$ cat src/rtl/video_timing_gen_pkg.sv
// Shared video timing package: axis config record, standard mode presets and
// the frame-counter width helper.
package video_timing_gen_pkg;

  typedef struct packed {
    logic        pol;
    logic [11:0] active;
    logic [11:0] front;
    logic [11:0] sync;
    logic [11:0] whole;
  } axis_cfg_t;

  localparam axis_cfg_t SVGA_H = '{pol: 1'b0, active: 12'd800, front: 12'd40,
                                   sync: 12'd128, whole: 12'd1056};
  localparam axis_cfg_t SVGA_V = '{pol: 1'b0, active: 12'd600, front: 12'd1,
                                   sync: 12'd4, whole: 12'd628};
  localparam axis_cfg_t VGA_H  = '{pol: 1'b1, active: 12'd640, front: 12'd16,
                                   sync: 12'd96, whole: 12'd800};
  localparam axis_cfg_t VGA_V  = '{pol: 1'b1, active: 12'd480, front: 12'd10,
                                   sync: 12'd2, whole: 12'd525};

  // Frame counter width; a single-frame rate still needs one bit.
  function automatic int fcw_f(input int f);
    return (f > 1) ? $clog2(f) : 1;
  endfunction

endpackage

$ cat src/rtl/video_timing_gen_if.sv
// Config/match inputs and decoded timing outputs of the raster generator.
interface video_timing_gen_if #(
  parameter int HCW = 12,
  parameter int VCW = 12,
  parameter int FCW = 6
);
  logic [HCW-1:0] h_match;
  logic [VCW-1:0] v_match;
  logic           cfg_h_pol;
  logic [HCW-1:0] cfg_h_sync, cfg_h_active, cfg_h_front, cfg_h_whole;
  logic           cfg_v_pol;
  logic [VCW-1:0] cfg_v_sync, cfg_v_active, cfg_v_front, cfg_v_whole;

  logic [HCW-1:0] h_cnt;
  logic [VCW-1:0] v_cnt;
  logic [FCW-1:0] f_cnt;
  logic           cnt_match, active, blank, a_start, a_end, h_sync, v_sync;

  modport master (
    output h_match, v_match,
           cfg_h_pol, cfg_h_sync, cfg_h_active, cfg_h_front, cfg_h_whole,
           cfg_v_pol, cfg_v_sync, cfg_v_active, cfg_v_front, cfg_v_whole,
    input  h_cnt, v_cnt, f_cnt, cnt_match, active, blank, a_start, a_end,
           h_sync, v_sync
  );

  modport slave (
    input  h_match, v_match,
           cfg_h_pol, cfg_h_sync, cfg_h_active, cfg_h_front, cfg_h_whole,
           cfg_v_pol, cfg_v_sync, cfg_v_active, cfg_v_front, cfg_v_whole,
    output h_cnt, v_cnt, f_cnt, cnt_match, active, blank, a_start, a_end,
           h_sync, v_sync
  );
endinterface

$ cat src/rtl/video_timing_gen_axis.sv
// One raster axis: wrapping counter plus active-window / sync-window decode.
// inc_i is the carry in (always 1 for H, H wrap for V); wrap_o is the carry out.
module video_timing_axis #(
  parameter int CW = 12
) (
  input  logic          clk,
  input  logic          rst,
  input  logic          clk_en_i,
  input  logic          en_i,
  input  logic          inc_i,
  input  logic [CW-1:0] active_i,
  input  logic [CW-1:0] front_i,
  input  logic [CW-1:0] sync_i,
  input  logic [CW-1:0] whole_i,
  output logic [CW-1:0] cnt_o,
  output logic          wrap_o,
  output logic          act_o,
  output logic          sync_o,
  output logic          last_o
);
  logic [CW-1:0] cnt_q, cnt_d;
  logic [CW-1:0] sync_start, sync_end;
  logic          at_end;

  // >= rather than == so a config shrunk below the current count still wraps.
  assign at_end     = cnt_q >= whole_i - CW'(1);
  assign sync_start = active_i + front_i;
  assign sync_end   = sync_start + sync_i;

  assign cnt_o  = cnt_q;
  assign wrap_o = inc_i && at_end;
  assign act_o  = cnt_q < active_i;
  assign sync_o = (cnt_q >= sync_start) && (cnt_q < sync_end);
  // An empty active window has no last pixel.
  assign last_o = (active_i != '0) && (cnt_q == active_i - CW'(1));

  // Next count: clear while disabled, otherwise step/wrap on carry in.
  always_comb begin
    cnt_d = cnt_q;
    if (!en_i)      cnt_d = '0;
    else if (inc_i) cnt_d = at_end ? '0 : cnt_q + CW'(1);
  end

  // Counter register, advancing only on enabled clock edges.
  always_ff @(posedge clk or negedge rst) begin
    if (!rst)          cnt_q <= '0;
    else if (clk_en_i) cnt_q <= cnt_d;
  end
endmodule

$ cat src/rtl/video_timing_gen.sv
// Programmable raster timing generator: H/V axis counters, frame counter and
// zero-latency decode of active/blank, frame strobes, position match and syncs.
module video_timing_gen
  import video_timing_gen_pkg::*;
#(
  parameter int HCW   = 12,
  parameter int VCW   = 12,
  parameter int F_CNT = 60
) (
  input  logic               clk,
  input  logic               rst,
  input  logic               clk_en_i,
  input  logic               en_i,
  video_timing_gen_if.slave  vif
);
  localparam int FCW = fcw_f(F_CNT);

  logic [HCW-1:0] h_cnt;
  logic [VCW-1:0] v_cnt;
  logic           h_wrap, v_wrap, h_act, v_act, h_sraw, v_sraw, h_last, v_last;
  logic [FCW-1:0] f_cnt_q, f_cnt_d;

  video_timing_axis #(.CW(HCW)) u_h (
    .clk(clk), .rst(rst), .clk_en_i(clk_en_i), .en_i(en_i), .inc_i(1'b1),
    .active_i(vif.cfg_h_active), .front_i(vif.cfg_h_front),
    .sync_i(vif.cfg_h_sync), .whole_i(vif.cfg_h_whole),
    .cnt_o(h_cnt), .wrap_o(h_wrap), .act_o(h_act), .sync_o(h_sraw), .last_o(h_last)
  );

  video_timing_axis #(.CW(VCW)) u_v (
    .clk(clk), .rst(rst), .clk_en_i(clk_en_i), .en_i(en_i), .inc_i(h_wrap),
    .active_i(vif.cfg_v_active), .front_i(vif.cfg_v_front),
    .sync_i(vif.cfg_v_sync), .whole_i(vif.cfg_v_whole),
    .cnt_o(v_cnt), .wrap_o(v_wrap), .act_o(v_act), .sync_o(v_sraw), .last_o(v_last)
  );

  // Frame counter next state: V carry out marks the end of a frame.
  always_comb begin
    f_cnt_d = f_cnt_q;
    if (!en_i)       f_cnt_d = '0;
    else if (v_wrap) f_cnt_d = (f_cnt_q == FCW'(F_CNT - 1)) ? '0 : f_cnt_q + FCW'(1);
  end

  // Frame counter register.
  always_ff @(posedge clk or negedge rst) begin
    if (!rst)          f_cnt_q <= '0;
    else if (clk_en_i) f_cnt_q <= f_cnt_d;
  end

  // Decode is purely combinational so every output describes the current pixel.
  assign vif.h_cnt     = h_cnt;
  assign vif.v_cnt     = v_cnt;
  assign vif.f_cnt     = f_cnt_q;
  assign vif.active    = en_i && h_act && v_act;
  assign vif.blank     = !vif.active;
  assign vif.a_start   = en_i && (h_cnt == '0) && (v_cnt == '0);
  assign vif.a_end     = en_i && h_last && v_last;
  assign vif.cnt_match = en_i && (h_cnt == vif.h_match) && (v_cnt == vif.v_match);
  assign vif.h_sync    = (en_i && h_sraw) ^ vif.cfg_h_pol;
  assign vif.v_sync    = (en_i && v_sraw) ^ vif.cfg_v_pol;
endmodule

$ cat src/flat_wrapper.sv
// flat-port wrapper written by rule: the top's interface ports become plain ports
module video_timing_gen_flat import video_timing_gen_pkg::*;
#(
  parameter int HCW   = 12,
  parameter int VCW   = 12,
  parameter int F_CNT = 60
)
  (clk, rst, clk_en_i, en_i, vif_h_match, vif_v_match, vif_cfg_h_pol, vif_cfg_h_sync, vif_cfg_h_active, vif_cfg_h_front, vif_cfg_h_whole, vif_cfg_v_pol, vif_cfg_v_sync, vif_cfg_v_active, vif_cfg_v_front, vif_cfg_v_whole, vif_h_cnt, vif_v_cnt, vif_f_cnt, vif_cnt_match, vif_active, vif_blank, vif_a_start, vif_a_end, vif_h_sync, vif_v_sync);
  video_timing_gen_if #(.HCW(HCW), .VCW(VCW), .FCW(6)) vif_i ();
  input  logic clk;
  input  logic rst;
  input  logic clk_en_i;
  input  logic en_i;
  input wire logic [$bits(vif_i.h_match)-1:0] vif_h_match;
  input wire logic [$bits(vif_i.v_match)-1:0] vif_v_match;
  input wire logic [$bits(vif_i.cfg_h_pol)-1:0] vif_cfg_h_pol;
  input wire logic [$bits(vif_i.cfg_h_sync)-1:0] vif_cfg_h_sync;
  input wire logic [$bits(vif_i.cfg_h_active)-1:0] vif_cfg_h_active;
  input wire logic [$bits(vif_i.cfg_h_front)-1:0] vif_cfg_h_front;
  input wire logic [$bits(vif_i.cfg_h_whole)-1:0] vif_cfg_h_whole;
  input wire logic [$bits(vif_i.cfg_v_pol)-1:0] vif_cfg_v_pol;
  input wire logic [$bits(vif_i.cfg_v_sync)-1:0] vif_cfg_v_sync;
  input wire logic [$bits(vif_i.cfg_v_active)-1:0] vif_cfg_v_active;
  input wire logic [$bits(vif_i.cfg_v_front)-1:0] vif_cfg_v_front;
  input wire logic [$bits(vif_i.cfg_v_whole)-1:0] vif_cfg_v_whole;
  output wire logic [$bits(vif_i.h_cnt)-1:0] vif_h_cnt;
  output wire logic [$bits(vif_i.v_cnt)-1:0] vif_v_cnt;
  output wire logic [$bits(vif_i.f_cnt)-1:0] vif_f_cnt;
  output wire logic [$bits(vif_i.cnt_match)-1:0] vif_cnt_match;
  output wire logic [$bits(vif_i.active)-1:0] vif_active;
  output wire logic [$bits(vif_i.blank)-1:0] vif_blank;
  output wire logic [$bits(vif_i.a_start)-1:0] vif_a_start;
  output wire logic [$bits(vif_i.a_end)-1:0] vif_a_end;
  output wire logic [$bits(vif_i.h_sync)-1:0] vif_h_sync;
  output wire logic [$bits(vif_i.v_sync)-1:0] vif_v_sync;
  assign vif_i.h_match = vif_h_match;
  assign vif_i.v_match = vif_v_match;
  assign vif_i.cfg_h_pol = vif_cfg_h_pol;
  assign vif_i.cfg_h_sync = vif_cfg_h_sync;
  assign vif_i.cfg_h_active = vif_cfg_h_active;
  assign vif_i.cfg_h_front = vif_cfg_h_front;
  assign vif_i.cfg_h_whole = vif_cfg_h_whole;
  assign vif_i.cfg_v_pol = vif_cfg_v_pol;
  assign vif_i.cfg_v_sync = vif_cfg_v_sync;
  assign vif_i.cfg_v_active = vif_cfg_v_active;
  assign vif_i.cfg_v_front = vif_cfg_v_front;
  assign vif_i.cfg_v_whole = vif_cfg_v_whole;
  assign vif_h_cnt = vif_i.h_cnt;
  assign vif_v_cnt = vif_i.v_cnt;
  assign vif_f_cnt = vif_i.f_cnt;
  assign vif_cnt_match = vif_i.cnt_match;
  assign vif_active = vif_i.active;
  assign vif_blank = vif_i.blank;
  assign vif_a_start = vif_i.a_start;
  assign vif_a_end = vif_i.a_end;
  assign vif_h_sync = vif_i.h_sync;
  assign vif_v_sync = vif_i.v_sync;
  video_timing_gen #(.HCW(HCW), .VCW(VCW), .F_CNT(F_CNT)) u_core (.clk(clk), .rst(rst), .clk_en_i(clk_en_i), .en_i(en_i), .vif(vif_i));
endmodule
$ cat config.mk
export PLATFORM = sky130hd
export DESIGN_NAME = video_timing_gen_flat
export DESIGN_NICKNAME = d
export VERILOG_FILES = /design/src/rtl/video_timing_gen_pkg.sv /design/src/rtl/video_timing_gen_if.sv /design/src/rtl/video_timing_gen_axis.sv /design/src/rtl/video_timing_gen.sv /design/src/flat_wrapper.sv
export SDC_FILE = /design/constraint.sdc
export NUM_CORES = 1
export LEC_CHECK = 0
export CAP_MARGIN = 20
export CORE_MARGIN = 2
export CORE_UTILIZATION = 40
export DETAILED_ROUTE_END_ITERATION = 8
export PLACE_DENSITY = 0.63
export SLEW_MARGIN = 20
export SYNTH_ARGS = -nofsm -noshare
export SYNTH_HDL_FRONTEND = slang
export SYNTH_SLANG_ARGS = --single-unit
$ cat constraint.sdc
create_clock -name clk -period 6.8 [get_ports clk]
set_input_delay 1.02 -clock clk [delete_from_list [all_inputs] [get_ports clk]]
set_output_delay 1.02 -clock clk [all_outputs]
set_load 0.01 [all_outputs]
; ---- Yosys cells after proc, flatten, opt, wreduce, memory -nomap -nowiden
; Index checks and enable logic that the tools add are counted.
[word_totals]
ff_bits = 30
elab_cells = 61
[classes]
n_addsub = 11
n_lt_le_gt_ge = 8
n_eq_ne = 7
muxes = 8
bitwise = 2
n_reduce_logical = 22
[ops]
columns = operator, n
row1 = 12-bit 2-to-1 mux, 5
row2 = 12-bit adder, 4
row3 = 12-bit equality test, 4
row4 = 12-bit >= comparator, 4
row5 = 12-bit less-than comparator, 4
row6 = 12-bit by 1-bit subtractor with 12-bit output (second input constant), 4
row7 = 12-bit by 1-bit adder with 12-bit output (second input constant), 2
row8 = 12-bit logical NOT, 2
row9 = 12-bit nonzero test, 2
row10 = 6-bit 2-to-1 mux, 3
row11 = 1-bit logical AND, 15
row12 = 6-bit by 1-bit adder with 6-bit output (second input constant), 1
row13 = 6-bit equality test (second input constant), 1
row14 = 2-bit by 1-bit != test with 1-bit output (second input constant), 2
row15 = 2-bit AND reduction, 2
row16 = 1-bit bitwise XOR, 2
row17 = 1-bit logical NOT, 1

; ---- Logic depth before layout (Yosys ltp)
; Gate-level depths: netlist (run 1).
[depth]
word_depth = 6
depth_mapped = 22
mapped_depth_nobuf = 22

; ---- Modules after synthesis
; From an unflattened synthesis (run 1), not the netlist that was laid out.
[unflattened]
cells_unflattened = 902
area_unflattened_um2 = 7160.6
[modules_own_cells]
columns = module, instances, cells_each, area_per_inst_um2, seq_area_each_um2
row1 = video_timing_axis at u_core.u_h, 1, 425, 3318.2, 300.3
row2 = video_timing_axis at u_core.u_v, 1, 389, 3148.0, 300.3
row3 = video_timing_gen, 1, 88, 694.4, 150.1

; ---- Worst setup path before layout (run 1)
; OpenSTA, ideal clock, no wires.
[synth_path]
kind = input -> output
start = in vif_cfg_v_front[0]
end = out vif_v_sync
arrival_time_ps = 5117
required_time_ps = 5780
path_slack_ps = 663
stages = 19
n_path_buf = 0
path_cell_list = ha_1 -> fa_1 -> a21o_1 -> a21oi_1 -> o21bai_1 -> a2111oi_1 -> nor2_1 -> xnor2_1 -> ha_1 -> a21o_1 -> a31o_2 -> a21o_1 -> a21oi_1 -> xnor3_1 -> ha_1 -> nor2b_1 -> nor4b_1 -> o211ai_1 -> xnor2_1
[synth_between]
elab_chain_len = 6
word_cells_on_any_way = 7
classes_between = add/sub: 2 / order compare: 2 / bitwise: 1 / reduce/logical: 2
[synth_lines]
columns = element, line
row1 = "start, declared", flat_wrapper.sv:24  ; input wire logic [$bits(vif_i.cfg_v_front)-1:0] vif_cfg_v_front;
row2 = 12-bit adder *, video_timing_gen_axis.sv:27  ; assign sync_start = active_i + front_i;
row3 = 12-bit adder, video_timing_gen_axis.sv:28  ; assign sync_end = sync_start + sync_i;
row4 = 12-bit less-than comparator, video_timing_gen_axis.sv:33  ; assign sync_o = (cnt_q >= sync_start) && (cnt_q < sync_end);
row5 = 1-bit logical AND *, video_timing_gen_axis.sv:33
row6 = 1-bit logical AND *, video_timing_gen.sv:60  ; assign vif.v_sync = (en_i && v_sraw) ^ vif.cfg_v_pol;
row7 = 1-bit bitwise XOR *, video_timing_gen.sv:60
row8 = "end, declared", flat_wrapper.sv:35  ; output wire logic [$bits(vif_i.v_sync)-1:0] vif_v_sync;
; Mark *: on every way between the ends. The rest lies on a longest branch, timed or not.

; ---- Final worst setup path (run 1)
; Ends and elaborated chain as after synthesis.

==> qor.csv, run 1 <==
stage,metric,value,unit
outcome,status,finished clean,
timing,report.final.slew_viol_count,0,
yosys,netlist_instances,868,
power_and_ir_drop,powerDensity,150.7,mW/mm^2
cells_and_area,area_delta_synth_final,38.07,%
yosys,avgSynthCellArea,8.028,sq um
global_routing,grt_first_pass_wirelength,33.20,mm
floorplan,row_count,48,
floorplan,core_area,0.01718,sq mm
worst_setup_path,worstSetupStartpointType,input port,
cells_and_area,drive_gt1_share,11.16,%
yosys,yosys_register_bits,30,
floorplan,dieArea,0.01849,sq mm
timing,tightest_slew,0.9415,ns
power_and_ir_drop,irDropWorstVdd,0.1099,mV
yosys,synthFlopType,dfrtp_1,
yosys,ys_types,58,
yosys,synth_edf_count,0,
cts,clock_latency,0.28,ns
cts,clock_sinks,30,
worst_setup_path,endpoint_kind,output pin,
timing,period_minus_slack,6.577,ns
worst_setup_path,crit_type,input port to output pin,
timing,fmaxAchievable,0.1520,GHz
place,port_buffers,162,
timing,setup_viol,0,
cts,cts_buffers,5,
yosys,netlist_top_cells_count,"ha_1, inv_1, xnor2_1, a21oi_1, xor2_1",
cts,htreeDepth,2,
global_routing,antenna_found_initial,0,
place,gp_congestion,0.8214,
place,dpl.hpwl,16.60,mm
routing,postRouteAntennaNets,0,
yosys,syn_area,0.006968,sq mm
timing,hold_viol,0,
worst_setup_path,cp.required,5.78,ns
routing,dr.first_iter.drc_count,288,
floorplan,die_w,136.0,microns
yosys,syn-num-nets,1149,
power_and_ir_drop,leakage,4.572,nW
floorplan,start_util,40.57,%
cts,cts-root-buf,clkbuf_16,
worst_setup_path,crit_arrival,5.56,ns
global_routing,grt_overflow,0,
yosys,synth_area_leaders,"ha_1, dfrtp_1, xnor2_1, xor2_1, inv_1",
cts,path_clk_slew,0.05,ns
yosys,async_flop_share,100.0,%
yosys,ys_warn_count,0,
routing,detail_route.vias_per_cell,5.310,
cells_and_area,fin_nets,1373,
routing,dr_total_vias,6998,
timing,fin_skew,0.008375,ns
floorplan,ios,163,
floorplan,die_height,136.0,microns
cells_and_area,final_cell_area,0.009620,sq mm
routing,drtPass1Iterations,4,
place,pre_cts_ws,-0.5043,ns
routing,wl,20.55,mm
global_routing,grt_max_degree,31,
yosys,yosysTopAreaCell,ha_1,
global_routing,grt.total_usage,22.15,%
flow_run,maxCapViolCount,0,
cells_and_area,final_core_util,56.01,%
cts,cts_tree,yes,
place,placed_cell_area,0.009315,sq mm
power_and_ir_drop,power,1.449,mW
cts,cts_buffer_depth,2,
yosys,synth.most_common_cell,ha_1,
routing,drc,0,
routing,routedWlPerCell,15.59,microns
yosys,yosys.area.top_type_share,27.11,%
timing,maxSlewHeadroom,36.96,%
yosys,ys_seq_area_share,10.77,%
global_routing,grt_pass1_vias,6820,
timing,worst_slack,0.2231,ns
worst_setup_path,critPathMaxFanout,2,
timing,fin_crit_sh,96.72,%
cells_and_area,n_antenna_cell,0,
worst_hold_path,min_path_type,flop to flop,
[per-stage QoR]
| step | cells | setup TNS [ns] | hold slack [ns] |
|---|---|---|---|
| after global routing | 1318 | -0.07529 | 0.5550 |
| final | 1318 | 0 | 0.5281 |
| after detailed placement | 1303 | -0.9844 | 0.5111 |
| after global placement | 1303 | -0.8489 | 0.5192 |
| after floorplan | 868 | 0 | 0.5489 |
| after CTS | 1311 | -0.2356 | 0.5277 |
[registers in the layout, indices dropped and copies added (netlist names)]
name and count:
u_core.u_h.cnt_o 12, u_core.u_v.cnt_o 12, u_core.vif.f_cnt 6
[routing by layer]
metal / vias up / GRT usage (%) / wire (microns)
met5: - / 0 / 0
met4: 0 / 4.340 / 291
met3: 21 / 2.759 / 1007
met2: 163 / 37.21 / 9120
met1: 3186 / 30.58 / 10130
li1: 3628 / - / -
[timing repair]
| item | CTS | global route |
|---|---|---|
| pin swaps | 4 | 32 |
| buffers inserted | 0 | 7 |
| endpoints found under the setup margin | 2 | 2 |
| cloned | 0 | 0 |
| hold buffers | 0 | 0 |
| resized for setup | 8 | 32 |
[worst max-delay path: stages]
cell             delay (ns)
clkdlybuf4s50_1        0.43
ha_2                   0.20
fa_2                   0.34
a21o_1                 0.18
a21oi_2                0.17
o21bai_2               0.12
a2111oi_4              0.37
nor2_1                 0.09
xnor2_1                0.19
ha_1                   0.27
a21o_1                 0.18
a31o_2                 0.23
a21o_1                 0.19
a21oi_2                0.14
xnor3_1                0.25
ha_1                   0.33
nor2b_1                0.16
nor4b_2                0.28
o211ai_1               0.14
xnor2_1                0.16
buf_2                  0.14
[cell usage in the layout, fill, tap and decap left out, types with 4 or more instances in the layout]
cell type,count
xnor2_1,68
ha_1,149
a22o_1,4
o31ai_1,8
inv_1,68
o2bb2ai_1,10
a21o_1,27
a31oi_1,6
and3_1,19
or4_1,5
nand2b_1,23
clkdlybuf4s50_1,157
mux2i_1,4
nor2b_1,16
a21oi_2,9
a21oi_1,45
o21a_1,9
nor4_1,18
nand4_1,11
buf_4,76
nand3_1,30
o22ai_1,4
xor2_1,50
clkbuf_16,5
nand2_1,36
dfrtp_1,30
o211ai_1,9
o21ai_0,44
nor2_1,47
nor3_1,24
a211oi_1,9
[report_power, final]
group	leakage (nW)	total (mW)	internal [mW]	switching [mW]
Sequential	0.407	0.255	0.196	0.0583
Combinational	4.09	0.974	0.524	0.450
Clock	0.0739	0.221	0.145	0.0763
[worst paths after layout]
check / startpoint / endpoint / slack, ns / depth (start not counted)
max in group asynchronous: rst / u_core.u_h.cnt_o[8]$_DFFE_PN0P_ / 5.36 / 2
max reg2reg: u_core.u_h.cnt_o[7]$_DFFE_PN0P_ / u_core.u_v.cnt_o[2]$_DFFE_PN0P_ / 3.89 / 7
min: u_core.vif.f_cnt[5]$_DFFE_PN0P_ / u_core.vif.f_cnt[5]$_DFFE_PN0P_ / 0.53 / 1
min in group asynchronous: rst / u_core.u_h.cnt_o[5]$_DFFE_PN0P_ / 1.15 / 2
min reg2reg: u_core.vif.f_cnt[5]$_DFFE_PN0P_ / u_core.vif.f_cnt[5]$_DFFE_PN0P_ / 0.53 / 1
max: vif_cfg_v_front[0] / vif_v_sync / 0.22 / 21
[cell families (layout without fill, tap and decap cells)]
group / after synthesis / in the layout / share of synthesized area, %
AND/OR/NAND/NOR: 253 / 253 / 19.34
AO/OA/AOI/OAI: 214 / 214 / 20.54
adder cells (fa/ha/maj): 155 / 155 / 28.26
XOR/XNOR: 121 / 121 / 15.60
buffers and inverters: 91 / 316 / 4.902
flip-flops: 30 / 30 / 10.77
multiplexers: 4 / 4 / 0.5746
[layout make-up]
cell class / instances / area [sq um]
clock buffers: 7 / 142.6
clock inverters: 1 / 5.005
fillers: 1667 / 7556
inverters: 70 / 262.8
multi-input cells: 747 / 5988
flip-flops and latches: 30 / 750.7
well taps: 225 / 281.5
repair buffers: 238 / 2190
Note: power is estimated with default switching activity, not from simulation.
==> inputs of run 2 (changes only) <==
--- a/config.mk
+++ b/config.mk
@@ -9,8 +9,10 @@
 export CORE_MARGIN = 2
 export CORE_UTILIZATION = 40
 export DETAILED_ROUTE_END_ITERATION = 8
+export HOLD_SLACK_MARGIN = 0.03
 export PLACE_DENSITY = 0.63
 export SLEW_MARGIN = 20
 export SYNTH_ARGS = -nofsm -noshare
 export SYNTH_HDL_FRONTEND = slang
 export SYNTH_SLANG_ARGS = --single-unit
+export TNS_END_PERCENT = 5
==> results of run 2 <==
Final layout, timing and power as in run 1 (identical DEF).
